<file path="src/rtl/uart_pkg.sv">
// Shared UART definitions: frame geometry, transmit scheduler states and
// the parity helper used by the transmit path.
package uart_pkg;

  localparam int UART_DATA_BITS = 8;
  localparam int UART_BIT_CNT_W = $clog2(UART_DATA_BITS);

  // Same explicit-encoding style as the receiver state enum.
  typedef enum logic [2:0] {
    IDLE   = 3'd0,
    ARM    = 3'd1,
    START  = 3'd2,
    DATA   = 3'd3,
    PARITY = 3'd4,
    STOP   = 3'd5
  } tx_sched_state_t;

  // Even parity is plain XOR-reduce; odd parity inverts it.
  function automatic logic frame_parity(input logic [UART_DATA_BITS-1:0] data,
                                        input logic                      odd);
    return (^data) ^ odd;
  endfunction

endpackage

</file>
<file path="src/rtl/rr_arbiter.sv">
// Combinational round-robin arbiter. The search starts one past the last
// winner and wraps, so the most recently served requester has lowest
// priority. Grant is suppressed unless enable_i is high; any_req_o is not.
module rr_arbiter #(
  parameter int  N  = 4,
  localparam int IW = (N > 1) ? $clog2(N) : 1
) (
  input  logic [N-1:0]  req_i,
  input  logic [IW-1:0] last_grant_i,
  input  logic          enable_i,
  output logic [N-1:0]  gnt_o,
  output logic [IW-1:0] gnt_idx_o,
  output logic          any_req_o
);

  // Rotating priority search from last_grant_i+1, first hit wins.
  always_comb begin : arb_search
    int   idx;
    logic found;
    gnt_o     = '0;
    gnt_idx_o = '0;
    found     = 1'b0;
    idx       = 0;
    any_req_o = |req_i;
    for (int k = 1; k <= N; k++) begin
      idx = (int'(last_grant_i) + k) % N;
      if (!found && req_i[IW'(idx)]) begin
        found     = 1'b1;
        gnt_idx_o = IW'(idx);
      end
    end
    if (enable_i && found) begin
      gnt_o[gnt_idx_o] = 1'b1;
    end
  end

endmodule

</file>
<file path="src/rtl/uart_tx_scheduler.sv">
// Shares one UART tx line among NUM_REQ byte producers. A round-robin
// arbiter picks a producer, its byte is latched, and the frame
// (start, 8 data LSB first, optional parity, stop) is paced by baud_tick.
//
// state  | meaning
// -------+-------------------------------------------------------------
// IDLE   | line idle high, ticks ignored, grants any pending request
// ARM    | byte latched, waiting for first tick so start bit is full
// START  | driving start bit (0)
// DATA   | driving byte[bit_cnt], LSB first
// PARITY | driving parity bit (only reachable with PARITY_EN)
// STOP   | driving stop bit (1); tick ends frame, may grant back-to-back
module uart_tx_scheduler
  import uart_pkg::*;
#(
  parameter int  NUM_REQ    = 4,
  parameter bit  PARITY_EN  = 1'b1,
  parameter bit  PARITY_ODD = 1'b0,
  localparam int GW         = $clog2(NUM_REQ)
) (
  input  logic                              clk,
  input  logic                              nrst,
  input  logic                              baud_tick,
  input  logic [NUM_REQ-1:0]                req_valid,
  input  logic [UART_DATA_BITS*NUM_REQ-1:0] req_data,
  output logic [NUM_REQ-1:0]                req_ready,
  output logic                              tx_o,
  output logic                              busy,
  output logic [GW-1:0]                     grant_id,
  output logic                              frame_done
);

  tx_sched_state_t             state_q, state_d;
  logic [UART_DATA_BITS-1:0]   byte_q, byte_d;
  logic [UART_BIT_CNT_W-1:0]   bit_cnt_q, bit_cnt_d;
  logic [GW-1:0]               last_grant_q, last_grant_d;
  logic [GW-1:0]               grant_id_q, grant_id_d;
  logic                        tx_q, tx_d;

  logic                        arb_en;
  logic [NUM_REQ-1:0]          arb_gnt;
  logic [GW-1:0]               arb_idx;
  logic                        arb_any;
  logic                        grant_fire;
  logic                        stop_tick;

  assign stop_tick  = (state_q == STOP) && baud_tick;
  // Grants only in IDLE or on the tick that ends the stop bit; held off
  // while in reset so no byte is offered-and-dropped.
  assign arb_en     = nrst && ((state_q == IDLE) || stop_tick);
  assign grant_fire = arb_en && arb_any;

  rr_arbiter #(
    .N (NUM_REQ)
  ) u_arb (
    .req_i        (req_valid),
    .last_grant_i (last_grant_q),
    .enable_i     (arb_en),
    .gnt_o        (arb_gnt),
    .gnt_idx_o    (arb_idx),
    .any_req_o    (arb_any)
  );

  // State and datapath registers, synchronous active-low reset.
  always_ff @(posedge clk) begin
    if (!nrst) begin
      state_q      <= IDLE;
      byte_q       <= '0;
      bit_cnt_q    <= '0;
      last_grant_q <= GW'(NUM_REQ - 1);
      grant_id_q   <= '0;
      tx_q         <= 1'b1;
    end else begin
      state_q      <= state_d;
      byte_q       <= byte_d;
      bit_cnt_q    <= bit_cnt_d;
      last_grant_q <= last_grant_d;
      grant_id_q   <= grant_id_d;
      tx_q         <= tx_d;
    end
  end

  // Next-state logic: advance one bit per baud_tick, latch byte on grant.
  always_comb begin
    state_d      = state_q;
    bit_cnt_d    = bit_cnt_q;
    byte_d       = byte_q;
    last_grant_d = last_grant_q;
    grant_id_d   = grant_id_q;

    if (grant_fire) begin
      byte_d       = req_data[UART_DATA_BITS*int'(arb_idx) +: UART_DATA_BITS];
      last_grant_d = arb_idx;
      grant_id_d   = arb_idx;
    end

    unique case (state_q)
      IDLE: begin
        if (grant_fire) state_d = ARM;
      end
      ARM: begin
        if (baud_tick) state_d = START;
      end
      START: begin
        if (baud_tick) begin
          state_d   = DATA;
          bit_cnt_d = '0;
        end
      end
      DATA: begin
        if (baud_tick) begin
          if (bit_cnt_q == UART_BIT_CNT_W'(UART_DATA_BITS - 1)) begin
            state_d = PARITY_EN ? PARITY : STOP;
          end else begin
            bit_cnt_d = bit_cnt_q + 1'b1;
          end
        end
      end
      PARITY: begin
        if (baud_tick) state_d = STOP;
      end
      STOP: begin
        // Back-to-back frames go straight to START: no extra idle bit.
        if (baud_tick) state_d = grant_fire ? START : IDLE;
      end
      default: state_d = IDLE;
    endcase
  end

  // Outputs: tx level for the upcoming state, busy, handshake and done.
  always_comb begin
    tx_d = 1'b1;
    unique case (state_d)
      START:   tx_d = 1'b0;
      DATA:    tx_d = byte_q[bit_cnt_d];
      PARITY:  tx_d = frame_parity(byte_q, PARITY_ODD);
      default: tx_d = 1'b1;
    endcase
    busy       = (state_q != IDLE) || grant_fire;
    frame_done = nrst && stop_tick;
    req_ready  = arb_gnt;
  end

  assign tx_o     = tx_q;
  assign grant_id = grant_id_q;

endmodule

</file>
<file path="config.mk">
export PLATFORM = sky130hd
export DESIGN_NAME = uart_tx_scheduler
export DESIGN_NICKNAME = d
export VERILOG_FILES = /design/src/rtl/uart_pkg.sv /design/src/rtl/rr_arbiter.sv /design/src/rtl/uart_tx_scheduler.sv
export SDC_FILE = /design/constraint.sdc
export NUM_CORES = 1
export LEC_CHECK = 0
export ABC_AREA = 1
export BUFFER_PORTS_ARGS = -buffer_cell sky130_fd_sc_hd__buf_2
export CAP_MARGIN = 10
export CELL_PAD_IN_SITES_DETAIL_PLACEMENT = 0
export CELL_PAD_IN_SITES_GLOBAL_PLACEMENT = 1
export CORE_ASPECT_RATIO = 0.6
export CORE_MARGIN = 2
export CORE_UTILIZATION = 37
export DETAILED_ROUTE_END_ITERATION = 16
export GPL_TIMING_DRIVEN = 0
export PLACE_DENSITY = 0.93
export SLEW_MARGIN = 25
export SYNTH_ARGS = -nofsm -noshare
export SYNTH_HDL_FRONTEND = slang
export SYNTH_SLANG_ARGS = --single-unit
export TNS_END_PERCENT = 50
</file>
<file path="constraint.sdc">
create_clock -name clk -period 5.4 [get_ports clk]
set_clock_uncertainty 0.1 [all_clocks]
set_input_delay 0 -clock clk [delete_from_list [all_inputs] [get_ports clk]]
set_output_delay 0 -clock clk [all_outputs]
set_load 0.01 [all_outputs]
</file>
=== Word-level counts from Yosys, hierarchy flattened ===
Cells that the tools add are included.

* Bits in registers: 19
* Input bits: 39
* Output and inout port bits: 9
* Logic and storage cells: 85

* Add/subtract/negate cells: 5
* Magnitude comparators: 7
* Equal/unequal tests: 9
* Shift-type cells: 1
* Multiplexer cells: 39
* Reduce and logical (&&, ||, !) cells: 18

{| class="wikitable"
|+ Operators with widths
! kind !! count
|-
| 32-bit by 6-bit indexed part select with 8-bit output || 1
|-
| 3-bit two-way mux || 10
|-
| 3-bit one-hot mux with 6 select lines || 1
|-
| 2-bit by 4-bit less-than comparator with 1-bit output, second input constant || 4
|-
| 1-bit two-way mux || 14
|-
| 3-bit by 2-bit equality test with 1-bit output, second input constant || 4
|-
| 3-bit equality test, second input constant || 4
|-
| 2-bit two-way mux || 5
|-
| 1-bit logical AND || 9
|-
| 1-bit binary-select mux with 2-bit select || 4
|-
| 8-bit XOR reduction || 1
|-
| 3-bit one-hot mux with 2 select lines || 1
|-
| 2-bit by 1-bit adder with 2-bit output, second input constant || 2
|-
| 2-bit adder, second input constant || 2
|-
| 3-bit by 4-bit less-than comparator with 1-bit output, second input constant || 1
|-
| 4-bit two-way mux || 1
|-
| 4-bit OR reduction || 1
|-
| 3-bit by 1-bit adder with 3-bit output, second input constant || 1
|-
| 1-bit binary-select mux with 3-bit select || 1
|-
| 3-bit by 1-bit equality test with 1-bit output, second input constant || 1
|-
| 1-bit logical NOT || 3
|-
| 3-bit logical NOT || 1
|-
| 2-bit by 3-bit less-than comparator with 1-bit output, second input constant || 1
|-
| 1-bit one-hot mux with 3 select lines || 1
|-
| 4 further kinds || 5
|}

=== Longest topological paths before layout ===
Gate-level depths: netlist (run 1).

* Word-level depth: 19
* Mapped depth: 18
* Depth with buffers taken out: 16

=== Cells and area by module ===
A second synthesis (run 1) with hierarchy kept.

* Cells, all modules: 282
* Area total of the unflattened synthesis: 1587.8 µm²

{| class="wikitable"
|+ By module, submodules not included
! module !! times used !! cells each !! area an instance (µm²)
|-
| uart_tx_scheduler || 1 || 213 || 1292.5
|-
| rr_arbiter || 1 || 69 || 295.3
|}

=== Worst setup path after synthesis (run 1) ===
Ideal clock, no wire load.

* Path kind: reg-to-reg
* From: register last_grant_q[0]
* To: register byte_q[0]
* Setup time: 113 ps
* Arrival time: 1530 ps
* Data required time: 5187 ps
* Path slack: 3657 ps
* Stages on the path, launching flop included: 18
* Path buffers: 2
* Clock period less this slack: 1743 ps
* Cells stage by stage: dfxtp_1 > buf_6 > inv_8 > nand2_1 > nand2_2 > nand2_4 > nand2_4 > nor2_8 > nand3_2 > nand2_4 > nand2_4 > buf_8 > nand2_2 > nand2_1 > nand2_1 > nand2_1 > nand2_1 > nand2_1

* Longest elaborated chain between the ends: 15

{| class="wikitable"
|+ Ends and longest elaborated chain
! item !! line !! text
|-
| start, declared || uart_tx_scheduler.sv:36 || <nowiki>logic [GW-1:0] last_grant_q, last_grant_d;</nowiki>
|-
| start signal, assigned || uart_tx_scheduler.sv:70 || <nowiki>last_grant_q <= GW'(NUM_REQ - 1);</nowiki>
|-
| start signal, assigned || uart_tx_scheduler.sv:77 || <nowiki>last_grant_q <= last_grant_d;</nowiki>
|-
| 2-bit by 1-bit adder with 2-bit output || rr_arbiter.sv:26 || <nowiki>idx = (int'(last_grant_i) + k) % N;</nowiki>
|-
| 1-bit binary-select mux with 2-bit select || rr_arbiter.sv:27 || <nowiki>if (!found && req_i[IW'(idx)]) begin</nowiki>
|-
| 1-bit two-way mux (implied by the code) (2 in series) || rr_arbiter.sv:27 ||
|-
| 1-bit two-way mux || rr_arbiter.sv:27 ||
|-
| 1-bit logical NOT || rr_arbiter.sv:27 ||
|-
| 1-bit logical AND || rr_arbiter.sv:27 ||
|-
| 1-bit two-way mux || rr_arbiter.sv:27 ||
|-
| 1-bit logical NOT || rr_arbiter.sv:27 ||
|-
| 1-bit logical AND || rr_arbiter.sv:27 ||
|-
| 1-bit two-way mux || rr_arbiter.sv:27 ||
|-
| 1-bit logical NOT || rr_arbiter.sv:27 ||
|-
| 1-bit logical AND || rr_arbiter.sv:27 ||
|-
| 2-bit two-way mux * || rr_arbiter.sv:27 ||
|-
| 32-bit by 6-bit indexed part select with 8-bit output * || uart_tx_scheduler.sv:92 || <nowiki>byte_d = req_data[UART_DATA_BITS*int'(arb_idx) +: UART_DATA_BITS];</nowiki>
|-
| end signal, assigned || uart_tx_scheduler.sv:75 || <nowiki>byte_q <= byte_d;</nowiki>
|-
| end, declared || uart_tx_scheduler.sv:34 || <nowiki>logic [UART_DATA_BITS-1:0] byte_q, byte_d;</nowiki>
|}

Mark *: on every way between the ends. The rest lies on a longest branch, timed or not. The select of a mux whose other input is x is not followed.
A chain may end at the register's enable or synchronous reset.

=== Final worst setup path (run 1) ===
* From: register last_grant_q[1]
* To: output port req_ready[2]

* Longest elaborated chain between the ends: 19

{| class="wikitable"
|+ Ends and longest elaborated chain
! item !! line !! text
|-
| 2-bit by 1-bit adder with 2-bit output || rr_arbiter.sv:26 ||
|-
| 1-bit binary-select mux with 2-bit select || rr_arbiter.sv:27 ||
|-
| 1-bit two-way mux (implied by the code) (2 in series) || rr_arbiter.sv:27 ||
|-
| 1-bit two-way mux || rr_arbiter.sv:27 ||
|-
| 1-bit logical NOT || rr_arbiter.sv:27 ||
|-
| 1-bit logical AND || rr_arbiter.sv:27 ||
|-
| 1-bit two-way mux || rr_arbiter.sv:27 ||
|-
| 1-bit logical NOT || rr_arbiter.sv:27 ||
|-
| [... 2 more ...] || -- ||
|-
| 1-bit logical NOT || rr_arbiter.sv:27 ||
|-
| 1-bit logical AND || rr_arbiter.sv:27 ||
|-
| 2-bit two-way mux || rr_arbiter.sv:27 ||
|-
| 2-bit by 3-bit less-than comparator with 1-bit output (implied by the code) / 2-bit by 1-bit >= comparator with 1-bit output (equally long branches) || rr_arbiter.sv:33 || <nowiki>gnt_o[gnt_idx_o] = 1'b1;</nowiki>
|-
| 1-bit logical AND (implied by the code) || rr_arbiter.sv:33 ||
|-
| 1-bit two-way mux (implied by the code) || rr_arbiter.sv:33 ||
|-
| 1-bit demux with 2-bit select || -- ||
|-
| 4-bit two-way mux * || rr_arbiter.sv:32 || <nowiki>if (enable_i && found) begin</nowiki>
|-
| end, declared || uart_tx_scheduler.sv:26 || <nowiki>output logic [NUM_REQ-1:0] req_ready,</nowiki>
|}

Marks and branches as above.

==> results of run 1 <==
==> layout make-up <==
class                      count  area (um^2)
inverter                      27          109
buffer                        10         68.8
multi-input combinational    232         1120
sequential                    19          380
fill                         479         2210
timing repair buffer          46          230
clock buffer                   4         45.0
tap                           60         75.1
==> state kept, by name (all words and copies together), names as in the netlist <==
name	flops
byte_q	8
tx_o	1
bit_cnt_q	3
state_q	3
last_grant_q	2
grant_id	2
==> placed cells by master, fill, tap and decap left out, types with 6 or more instances in the layout <==
| cell type | count |
|---|---|
| buf_2 | 50 |
| nand3_1 | 39 |
| o21ai_0 | 9 |
| nand2_1 | 121 |
| nor3_1 | 8 |
| inv_1 | 23 |
| nor2_1 | 13 |
| xnor2_1 | 6 |
| nand2_2 | 15 |
| dfxtp_1 | 19 |
==> cells by family after synthesis <==
kind of cell | synth area share, %
and+or+nand+nor | 55.3
buffers and inverters | 10.6
AOI/OAI and AO/OA | 7.02
DFF | 22.7
xor gates and xnor gates | 3.66
adders and majority gates | 0.747
==> worst paths after layout <==
path                                      start            to  depth (start not counted)
worst max-delay path            last_grant_q[1]  req_ready[2]                         12
worst min-delay path                       nrst   grant_id[0]                          3
worst max register to register  last_grant_q[1]     byte_q[2]                         16
worst min register to register      grant_id[0]   grant_id[0]                          2
==> metal layers <==
metal,wire length (um),up-vias
met2,1510,33
met4,0,0
met5,0,-
met1,2270,778
li1,-,1012
met3,193,0
==> worst min-delay path: cells and delay by family <==
family          cells  cell delay [ns]
buf+inv             2             0.26
compound gates      1             0.06
==> where the power goes <==
group          internal [mW]  switching [mW]  total (mW)
registers              0.179          0.0308       0.209
clock network         0.0524          0.0454      0.0978
logic                  0.345           0.559       0.904
==> cells in the mapped netlist, types with 2 or more instances <==
cell	n
nand2_1	121
nand3_1	39
inv_1	23
dfxtp_1	19
nand2_2	15
nor2_1	13
o21ai_0	9
nor3_1	8
xnor2_1	6
buf_2	4
nand2_4	4
a21oi_1	3
buf_4	2
clkbuf_1	2
inv_2	2
nand4_1	2
o21a_1	2
==> stage by stage <==
stage	total power, mW	util, %	setup slack, ns	hold WS [ns]
detailed placement	1.12	46.8	3.43	0.281
global route	1.37	47.8	2.95	0.0324
floorplan	0.947	-	3.66	0.107
global placement	1.12	46.8	3.43	0.278
finish	1.21	47.8	3.19	0.0143
CTS	1.23	47.8	3.16	0.0178
==> results.md, run 1 <==
* Cell row count at 18
* Synthesis warning total at 0
* Worst-Margin Slew at 0.485 ns
* Buf/Inv on CP at 4
* CP most frequent cell: nand2_2
* TritonRoute pass-1 iters at 4
* Power per Cell Area at 598 nW/um^2
* Number of post-CTS setup repair buffers at 0
* Ant. Diodes at 0
* Most used DFF post-synth: dfxtp_1
* GPL Wtd Cong at 0.786
* Starting Density at 39.6%
* Core area at 4230 um^2
* Clk pin slew, worst setup/hold paths at 0.07 ns
* CP max stage cell: dfxtp_1
* Crit path arrival time at 2.11 ns
* Initial antenna violation count at 0
* Met3 Use GR at 4.34%
* Hold Crit Class: primary input to flip-flop
* Critical Path Fanout Max at 10
* Via Count at 1823
* Post-Route WL at 3970 um
* Die width at 90.9 um
* CTS H-Tree Depth at 1
* CP endpoint kind: primary output
* Post-DP HPWL at 3350 um
* Largest net degree at the start of global routing at 11
* Met2 usage at 23.3%
* CP top delay family: simple AND/OR/NAND/NOR gates
* Met1 Use GR at 25.4%
* Crit path required time at 5.30 ns
* Type of the worst setup path: flip-flop to primary output
* Remaining global-route overflow at 0
* RSZ-0062 raised after global routing: no
* DRT iter0 DRCs at 77
* Die Span Y at 56.1 um
* Max-slew violations at 0
* Tmin final at 2.21 ns
* Register area share after synthesis at 22.7%
* Post-synth top area share at 27.1%
* Sink Count at 19
* Clk_lat worst skew at 0.25 ns
* First-pass GRT wire length at 7010 um
* Post-cts resize count at 0
* CTS Hold Bufs at 0
* DR DRC count at 0
* Max Freq at 452 MHz
* Setup TNS at 0 ns
* Routed WL per cell at 9.98 um
* DP Area at 1980 um^2
* Top post-synthesis cells by area: nand2_1 27%, dfxtp_1 23%, nand3_1 12%, nand2_2 5.6%, inv_1 5.2%
* Die area at 5100 um^2
* Number of global-route vias before repair at 1603
* Mapped cell area at 1680 um^2
* EDFF count, synth at 0
* Design area at 2030 um^2
* Share of cells above drive strength 1 at 24.9%
* Post-Layout Cell Count at 398
* Cells after Synth at 288
* Cell variety after synth at 31
* Max_cap viols at 0
* Clock root buffer: clkbuf_8
* Area grow syn2layout at 20.9%
* Global routing's busiest layer: met1
* Cts bufs inserted at 3
* Avg Inst Size Synth at 5.82 um^2
* Synth Net Count at 328
* Final Hold Vio Count at 0
* Setup-failing EPs final at 0
* Slowest cell delay on critical path at 0.44 ns
* Async set-or-reset flop fraction in the synthesized netlist at 0%
* Vias per cell at 4.58
* Total GRT Usage at 16.4%
* Tcrit/Tclk final at 41.0%
* CTS tree: yes
* CP cell instances: inv_2, nand2_1, nand2_2, nand2_1, nand2_2, a21oi_2, nand2_2, nand2_4, buf_8, inv_2, nor3_1, buf_2
* # placed instances at 394
* Leading area contributor after synthesis: nand2_1
* ANT nets after route at 0
* Startpoint Class: flip-flop
* IO Pins at 48
* Nets at 379
* Pleak at 1.14 nW
* Peak supply drop at 0.000306 V
* Number of port buffers at 46
* Register-to-register setup slack at 3.43 ns
* Outcome: finished, final reports clean
* #FFs+latches synth at 19
* Max clock buf depth at 2
* Max-slew headroom at 67.7%
Note: power is estimated with default switching activity, not from simulation.
==> inputs of run 2 (changes only) <==
Settings changed: CORE_UTILIZATION 37 to 31, PLACE_DENSITY 0.93 to 0.84.
Clock period 5.4 ns to 1.96 ns, I/O delays scaled along.
==> run 2 against run 1 <==
  * The flow now finishes with violations (negative setup slack)
  * Setup slack worse by 3.2 ns
  * Die area is 18% higher
  * Sequential cell count stayed put
  * Critical endpoint is now req_ready[0]
  * Largest cell class unchanged
==> results.md, run 2 (synthesis results as in run 1) <==
* Outcome: complete, but fails checks
* Failing checks: negative setup slack
* Total GRT Usage at 15.5% (-0.94 points)
* Core area at 5130 um^2 (+21%)
* Max-slew violations at 0 (unchanged)
* Startpoint Class: flip-flop
* Max clock buf depth at 2 (unchanged)
* Critical path origin: last_grant_q[0]
* Area grow syn2layout at 35.7%
* Largest register FFs at 8 (unchanged)
* Reg2reg start: last_grant_q[0]
* Largest net degree at the start of global routing at 12 (+1)
* Buf/Inv on CP at 5 (+1)
* Die area at 6030 um^2 (+18%)
* DP Area at 1990 um^2 (+0.38%)
* Ant. Diodes at 0 (unchanged)
* Crit path required time at 1.86 ns (-3.44 ns)
* First-pass GRT wire length at 7590 um (+8.3%)
* CP endpoint kind: primary output
* Setup-failing EPs final at 8 (+8)
* Design area at 2270 um^2 (+12%)
* Critical Path Fanout Max at 8 (-2)
* Number of port buffers at 46 (unchanged)
* CP max stage cell: dfxtp_2
* TritonRoute pass-1 iters at 4 (unchanged)
* Sink Count at 19 (unchanged)
* Worst-Margin Slew at 0.569 ns (+0.0847 ns)
* Commonest non-fill, non-tap cell in the layout: nand2_1
* HP Start: req_data[19]
* Tcrit/Tclk final at 103%
* Cell row count at 20 (+2)
* Hold Crit Class: primary input to flip-flop
* Number of global-route vias before repair at 1716 (+7.0%)
* Most frequent cells in the layout: 107 x nand2_1, 48 x buf_2, 38 x nand3_1, 24 x nand2_2, 21 x inv_1
* ANT nets after route at 0 (unchanged)
* Final Hold Vio Count at 0 (unchanged)
* CTS H-Tree Depth at 1 (unchanged)
* GPL Wtd Cong at 0.826 (+5.1%)
* Initial antenna violation count at 0 (unchanged)
* Crit path arrival time at 1.91 ns (-0.20 ns)
* DRT iter0 DRCs at 46 (-40%)
* Power per Cell Area at 1750 nW/um^2 (+190%)
* Clock root buffer: clkbuf_8
* Nets at 387 (+2.1%)
* CP cell instances: buf_8, clkinv_8, nand2_4, nand2_2, nand2_2, nand2_4, nor2_8, nand3_2, nand2_1, nand2_1, nand2_2, inv_2, buf_6, nor3_4, buf_2
* Remaining global-route overflow at 0 (unchanged)
* CP top delay family: simple AND/OR/NAND/NOR gates
* Type of the worst setup path: flip-flop to primary output
* Max Freq at 497 MHz
* Max-slew headroom at 62.0% (-5.6 points)
* Fillers at 558 (+16%)
* Starting Density at 32.7% (-6.9 points)
* Share of cells above drive strength 1 at 35.8% (+11 points)
* Tmin final at 2.01 ns
* IO Pins at 48 (unchanged)
* Regs by FF count: byte_q (8), bit_cnt_q (3), state_q (3)
* Clk pin slew, worst setup/hold paths at 0.07 ns (about the same)
* Top reg by flops: byte_q
* Post-DP HPWL at 3480 um (+4.1%)
* DR DRC count at 0 (unchanged)
* Worst setup margin at -0.0508 ns (-3.24 ns)
* CP most frequent cell: nand2_2
* RSZ-0062 raised after global routing: yes
* CTS tree: yes
* Die width at 98.9 um (+8.8%)
* Final Core Density at 44.3% (-3.5 points)
* Via Count at 1875 (+2.9%)
* Peak supply drop at 0.000699 V (+130%)
* Vias per cell at 4.55 (-0.64%)
* Post-Route WL at 4480 um (+13%)
* Slowest cell delay on critical path at 0.33 ns (-0.11 ns)
* Max_cap viols at 0 (unchanged)
* Cts bufs inserted at 3 (unchanged)
* Clk_lat worst skew at 0.26 ns (about the same)
* Die Span Y at 60.9 um (+8.6%)
* Routed WL per cell at 10.9 um (+8.8%)
* Pleak at 1.23 nW (+8.1%)
[run 2: report_power, final]
| group | switching [mW] | leakage, nW | internal (mW) |
|---|---|---|---|
| logic | 1.82 | 1.05 | 1.28 |
| registers | 0.101 | 0.157 | 0.502 |
| clock network | 0.134 | 0.0255 | 0.141 |
| total | 2.06 | 1.23 | 1.92 |
[run 2: worst paths after layout]
kind	slack, ns	cells past startpoint	to
worst max-delay path	-0.05	15	req_ready[0]
worst min-delay path	0.007	7	byte_q[3]
worst max register to register	-0.02	17	byte_q[2]
worst min register to register	0.39	2	grant_id[0]
[run 2: area by class of cell]
type	count	area, um^2	share of cell area, %
Buffer	9	81.3	3.58
Clock buffer	3	41.3	1.82
Clock inverter	1	5.00	0.220
Inverter	27	116	5.12
Multi-Input combinational cell	232	1260	55.4
Sequential cell	19	387	17.0
Tap cell	66	82.6	3.63
Timing Repair Buffer	55	302	13.3
[run 2: per-stage QoR]
step                TNS, ns  std cells  hold WS (ns)  total power [mW]  setup slack (ns)
CTS                  -0.108        412        0.0101              3.79           -0.0547
global route          -2.24        412        0.0287              4.41            -0.205
finish               -0.167        412       0.00661              3.98           -0.0508
global placement          0        400         0.278              3.08            0.0132
detailed placement        0        400         0.280              3.10           0.00889
floorplan                 0        288         0.107              2.61             0.217
[run 2: worst min-delay path: cells and delay by family]
family	cells	cell delay (ns)
buffers and inverters	1	0.09
and+or+nand+nor	6	0.24
[run 2: routing by layer]
layer / track usage, % / wire length [um]
met5: 0 / 0
met4: 1.17 / 0
met3: 4.38 / 215
met2: 24.2 / 1840
met1: 22.3 / 2420
[run 2: timing repair]
action / CTS / global route
pin swaps: 11 / 12
buffers inserted: 9 / 0
hold buffers: 0 / 0
resized for setup: 28 / 31
endpoints found under the setup margin: 8 / 17
==> inputs of run 3 (changes only) <==
Settings changed: ABC_AREA 1 to not set, CORE_UTILIZATION 31 to 33, CTS_CLUSTER_DIAMETER set to 50, PLACE_DENSITY 0.84 to 0.83.
==> run 3 against run 2 <==
  * The flow now finishes without violations
  * Area after synthesis fell by 11%
  * Routed wire length down 17%
  * Power shrank 65%
  * Worst hold slack gained 0.080 ns
  * Cell count shrank 29%
  * Sequential power fell by 19%
  * First-iteration DRC count is 41% lower
  * Via count shrank 22%
  * Register-to-register slack better by 0.03 ns
  * Synthesized cell count down 41%
  * Clock-buffer cell count up 1
==> results.md, run 3 <==
* Outcome: finished, final reports clean
* Post-synth top area share at 25.4% (-1.7 points)
* Top reg by flops: byte_q
* Die area at 5110 um^2 (-15%)
* Startpoint Class: flip-flop
* Initial antenna violation count at 0 (unchanged)
* CTS H-Tree Depth at 1 (unchanged)
* Critical Path Fanout Max at 6 (-2)
* Clk pin slew, worst setup/hold paths at 0.08 ns (about the same)
* Via Count at 1470 (-22%)
* Ant. Diodes at 0 (unchanged)
* First-pass GRT wire length at 6000 um (-21%)
* Cell row count at 18 (-10%)
* Worst-Margin Slew at 0.662 ns (+0.0925 ns)
* Cells after Synth at 170 (-41%)
* Commonest non-fill, non-tap cell in the layout: buf_2
* Count leader, synth: dfxtp_1
* Register area share after synthesis at 25.4% (+2.7 points)
* CP max stage cell: a2111o_1
* Hold Crit Class: primary input to flip-flop
* Area grow syn2layout at 33.1%
* Power per Cell Area at 704 nW/um^2 (-60%)
* Number of global-route vias before repair at 1312 (-24%)
* Crit path arrival time at 1.95 ns (+0.04 ns)
* Hold Path End: byte_q[2]
* Reg2reg end: tx_o
* Regs by FF count: byte_q (8), bit_cnt_q (3), state_q (3)
* CTS tree: yes
* Hold Crit Depth at 4 (-3)
* Nets at 273 (-29%)
* CP most frequent cell: nand4_1
* Max_cap viols at 0 (unchanged)
* ANT nets after route at 0 (unchanged)
* Top post-synthesis cells by area: dfxtp_1 25%, mux2i_1 11%, mux2_4 5.0%, o21ai_2 4.7%, xnor2_1 4.1%
* Slowest cell delay on critical path at 0.44 ns (+0.11 ns)
* Fillers at 441 (-21%)
* Total GRT Usage at 14.3% (-1.2 points)
* Synthesis warning total at 0 (unchanged)
* RSZ-0062 raised after global routing: yes
* DR DRC count at 0 (unchanged)
* Register-to-register setup slack at 0.01 ns (+0.03 ns)
* Synth Net Count at 210 (-36%)
* #FFs+latches synth at 19 (unchanged)
* CP endpoint kind: flip-flop
* Share of cells above drive strength 1 at 41.4% (+5.5 points)
* Reg2reg start: bit_cnt_q[1]
* Sink Count at 19 (unchanged)
* Routed WL per cell at 12.8 um (+18%)
* Cts bufs inserted at 3 (unchanged)
* Buf/Inv on CP at 0 (-5)
* Avg Inst Size Synth at 8.82 um^2 (+52%)
* Starting Density at 35.4% (+2.7 points)
* CP top delay family: simple AND/OR/NAND/NOR gates
* Cell variety after synth at 48 (+55%)
* CP cell instances: ha_4, nand2_1, nand4_1, nand3_1, a2111o_1, nand4_1, nand4_1
* Largest register FFs at 8 (unchanged)
* Max clock buf depth at 2 (unchanged)
* DRT iter0 DRCs at 27 (-41%)
* Pleak at 0.887 nW (-28%)
* Synth cell count leaders: 19 x dfxtp_1, 17 x mux2i_1, 13 x nor2_1
* Type of the worst setup path: flip-flop to flip-flop
* HP Start: req_data[2]
* TritonRoute pass-1 iters at 4 (unchanged)
* Die Span Y at 56.2 um (-7.8%)
* Post-DP HPWL at 2810 um (-19%)
* Crit path required time at 1.97 ns (+0.11 ns)
* GPL Wtd Cong at 0.759 (-8.1%)
* IO Pins at 48 (unchanged)
* Die width at 91.0 um (-8.0%)
* Remaining global-route overflow at 0 (unchanged)
* Setup-failing EPs final at 0 (-8)
* Max Freq at 514 MHz (+3.3%)
* Pre-CTS WS at -0.178 ns (-0.186 ns)
* EDFF count, synth at 0 (unchanged)
* Clock root buffer: clkbuf_8
* Vias per cell at 5.03 (+11%)
* Async set-or-reset flop fraction in the synthesized netlist at 0% (unchanged)
* Tmin final at 1.95 ns (-0.0650 ns)
* Max-slew headroom at 55.4% (-6.6 points)
* Final Hold Vio Count at 0 (unchanged)
* Peak supply drop at 0.000274 V (-61%)
* Worst setup margin at 0.0142 ns (+0.0650 ns)
* Number of port buffers at 47 (+2.2%)
* Max-slew violations at 0 (unchanged)
* Clk_lat worst skew at 0.26 ns (about the same)
* Tcrit/Tclk final at 99.3% (-3.3 points)
* R2R cell count at 7 (-10)
* Post-Route WL at 3730 um (-17%)
* Mapped cell area at 1500 um^2 (-11%)
* Largest net degree at the start of global routing at 11 (-1)
* Overall power at 1.40 mW (-65%)
* Leading area contributor after synthesis: dfxtp_1
* Core area at 4230 um^2 (-17%)
* Most used DFF post-synth: dfxtp_1
* Final Core Density at 47.1% (+2.8 points)
* Most frequent cells in the layout: 47 x buf_2, 17 x mux2i_1, 16 x dfxtp_1, 13 x nor2_1, 11 x a21oi_1
-- run 3: timing repair --
item / 4_1_cts / 5_1_grt
gates cloned: 0 / 0
setup buffers: 5 / 5
pin swaps: 2 / 6
hold buffers: 1 / 0
setup endpoints to repair: 10 / 11
resized for setup: 5 / 9
endpoints found under the hold margin: 3 / 0
-- run 3: routing by layer --
| layer | GRT usage, % | vias to the layer above | wire (um) |
|---|---|---|---|
| met5 | 0 | - | 0 |
| met4 | 1.30 | 0 | 0 |
| met3 | 4.47 | 0 | 229 |
| met2 | 20.6 | 44 | 1560 |
| met1 | 21.4 | 665 | 1940 |
| li1 | - | 761 | - |
-- run 3: worst max-delay path by stage --
stage | startpoint | endpoint | slack, ns | cells past startpoint
2_1_floorplan | bit_cnt_q[0] | tx_o | 0.08 | 7
6_report | bit_cnt_q[1] | tx_o | 0.01 | 7
3_3_place_gp | bit_cnt_q[0] | tx_o | -0.18 | 7
3_5_place_dp | bit_cnt_q[0] | tx_o | -0.18 | 7
5_1_grt | bit_cnt_q[1] | tx_o | -0.09 | 7
4_1_cts | bit_cnt_q[0] | tx_o | -0.0008 | 8
-- run 3: area by class of cell --
cell class              count  area [um^2]  area share, %
well taps                  60         75.1           3.76
clock buffers               4         45.0           2.26
repair buffers             58          337           16.9
flip-flops and latches     19          389           19.5
multi-input cells         138         1060           52.9
plain buffers               9         77.6           3.89
inverters                   4         15.0          0.753
-- run 3: cells by family (layout without fill, tap and decap cells) --
| family | Yosys count | after routing | share of synthesized area [%] |
|---|---|---|---|
| AO/OA/AOI/OAI | 39 | 39 | 21.0 |
| XOR/XNOR | 7 | 7 | 4.09 |
| adder cells (fa/ha/maj) | 2 | 2 | 1.50 |
| buffers and inverters | 13 | 75 | 5.93 |
| flip-flops | 19 | 19 | 25.4 |
| multiplexers | 26 | 26 | 19.4 |
| AND/OR/NAND/NOR | 64 | 64 | 22.8 |
-- run 3: power by group --
part           total (mW)  leakage [nW]  internal (mW)  switching (mW)
Sequential          0.489         0.158          0.439          0.0497
Combinational       0.634         0.706          0.346           0.288
Clock               0.282        0.0228          0.145           0.137
Total                1.40         0.887          0.930           0.475
-- run 3: metrics by stage --
step | TNS [ns] | cell area, um^2 | hold slack [ns] | std cells
CTS | -0.000832 | 1920 | 0.0861 | 287
global route | -0.0912 | 1990 | 0.103 | 292
global placement | -0.295 | 1810 | 0.244 | 277
floorplan | 0 | 1500 | 0.00260 | 170
finish | 0 | 1990 | 0.0868 | 292
detailed placement | -0.361 | 1810 | 0.249 | 277
-- run 3: tightest hold or removal path, delay by kind of cell --
| family | cells | cell delay, ns |
|---|---|---|
| muxes | 2 | 0.27 |
| AOI/OAI and AO/OA | 1 | 0.04 |
| buffers and inverters | 1 | 0.09 |
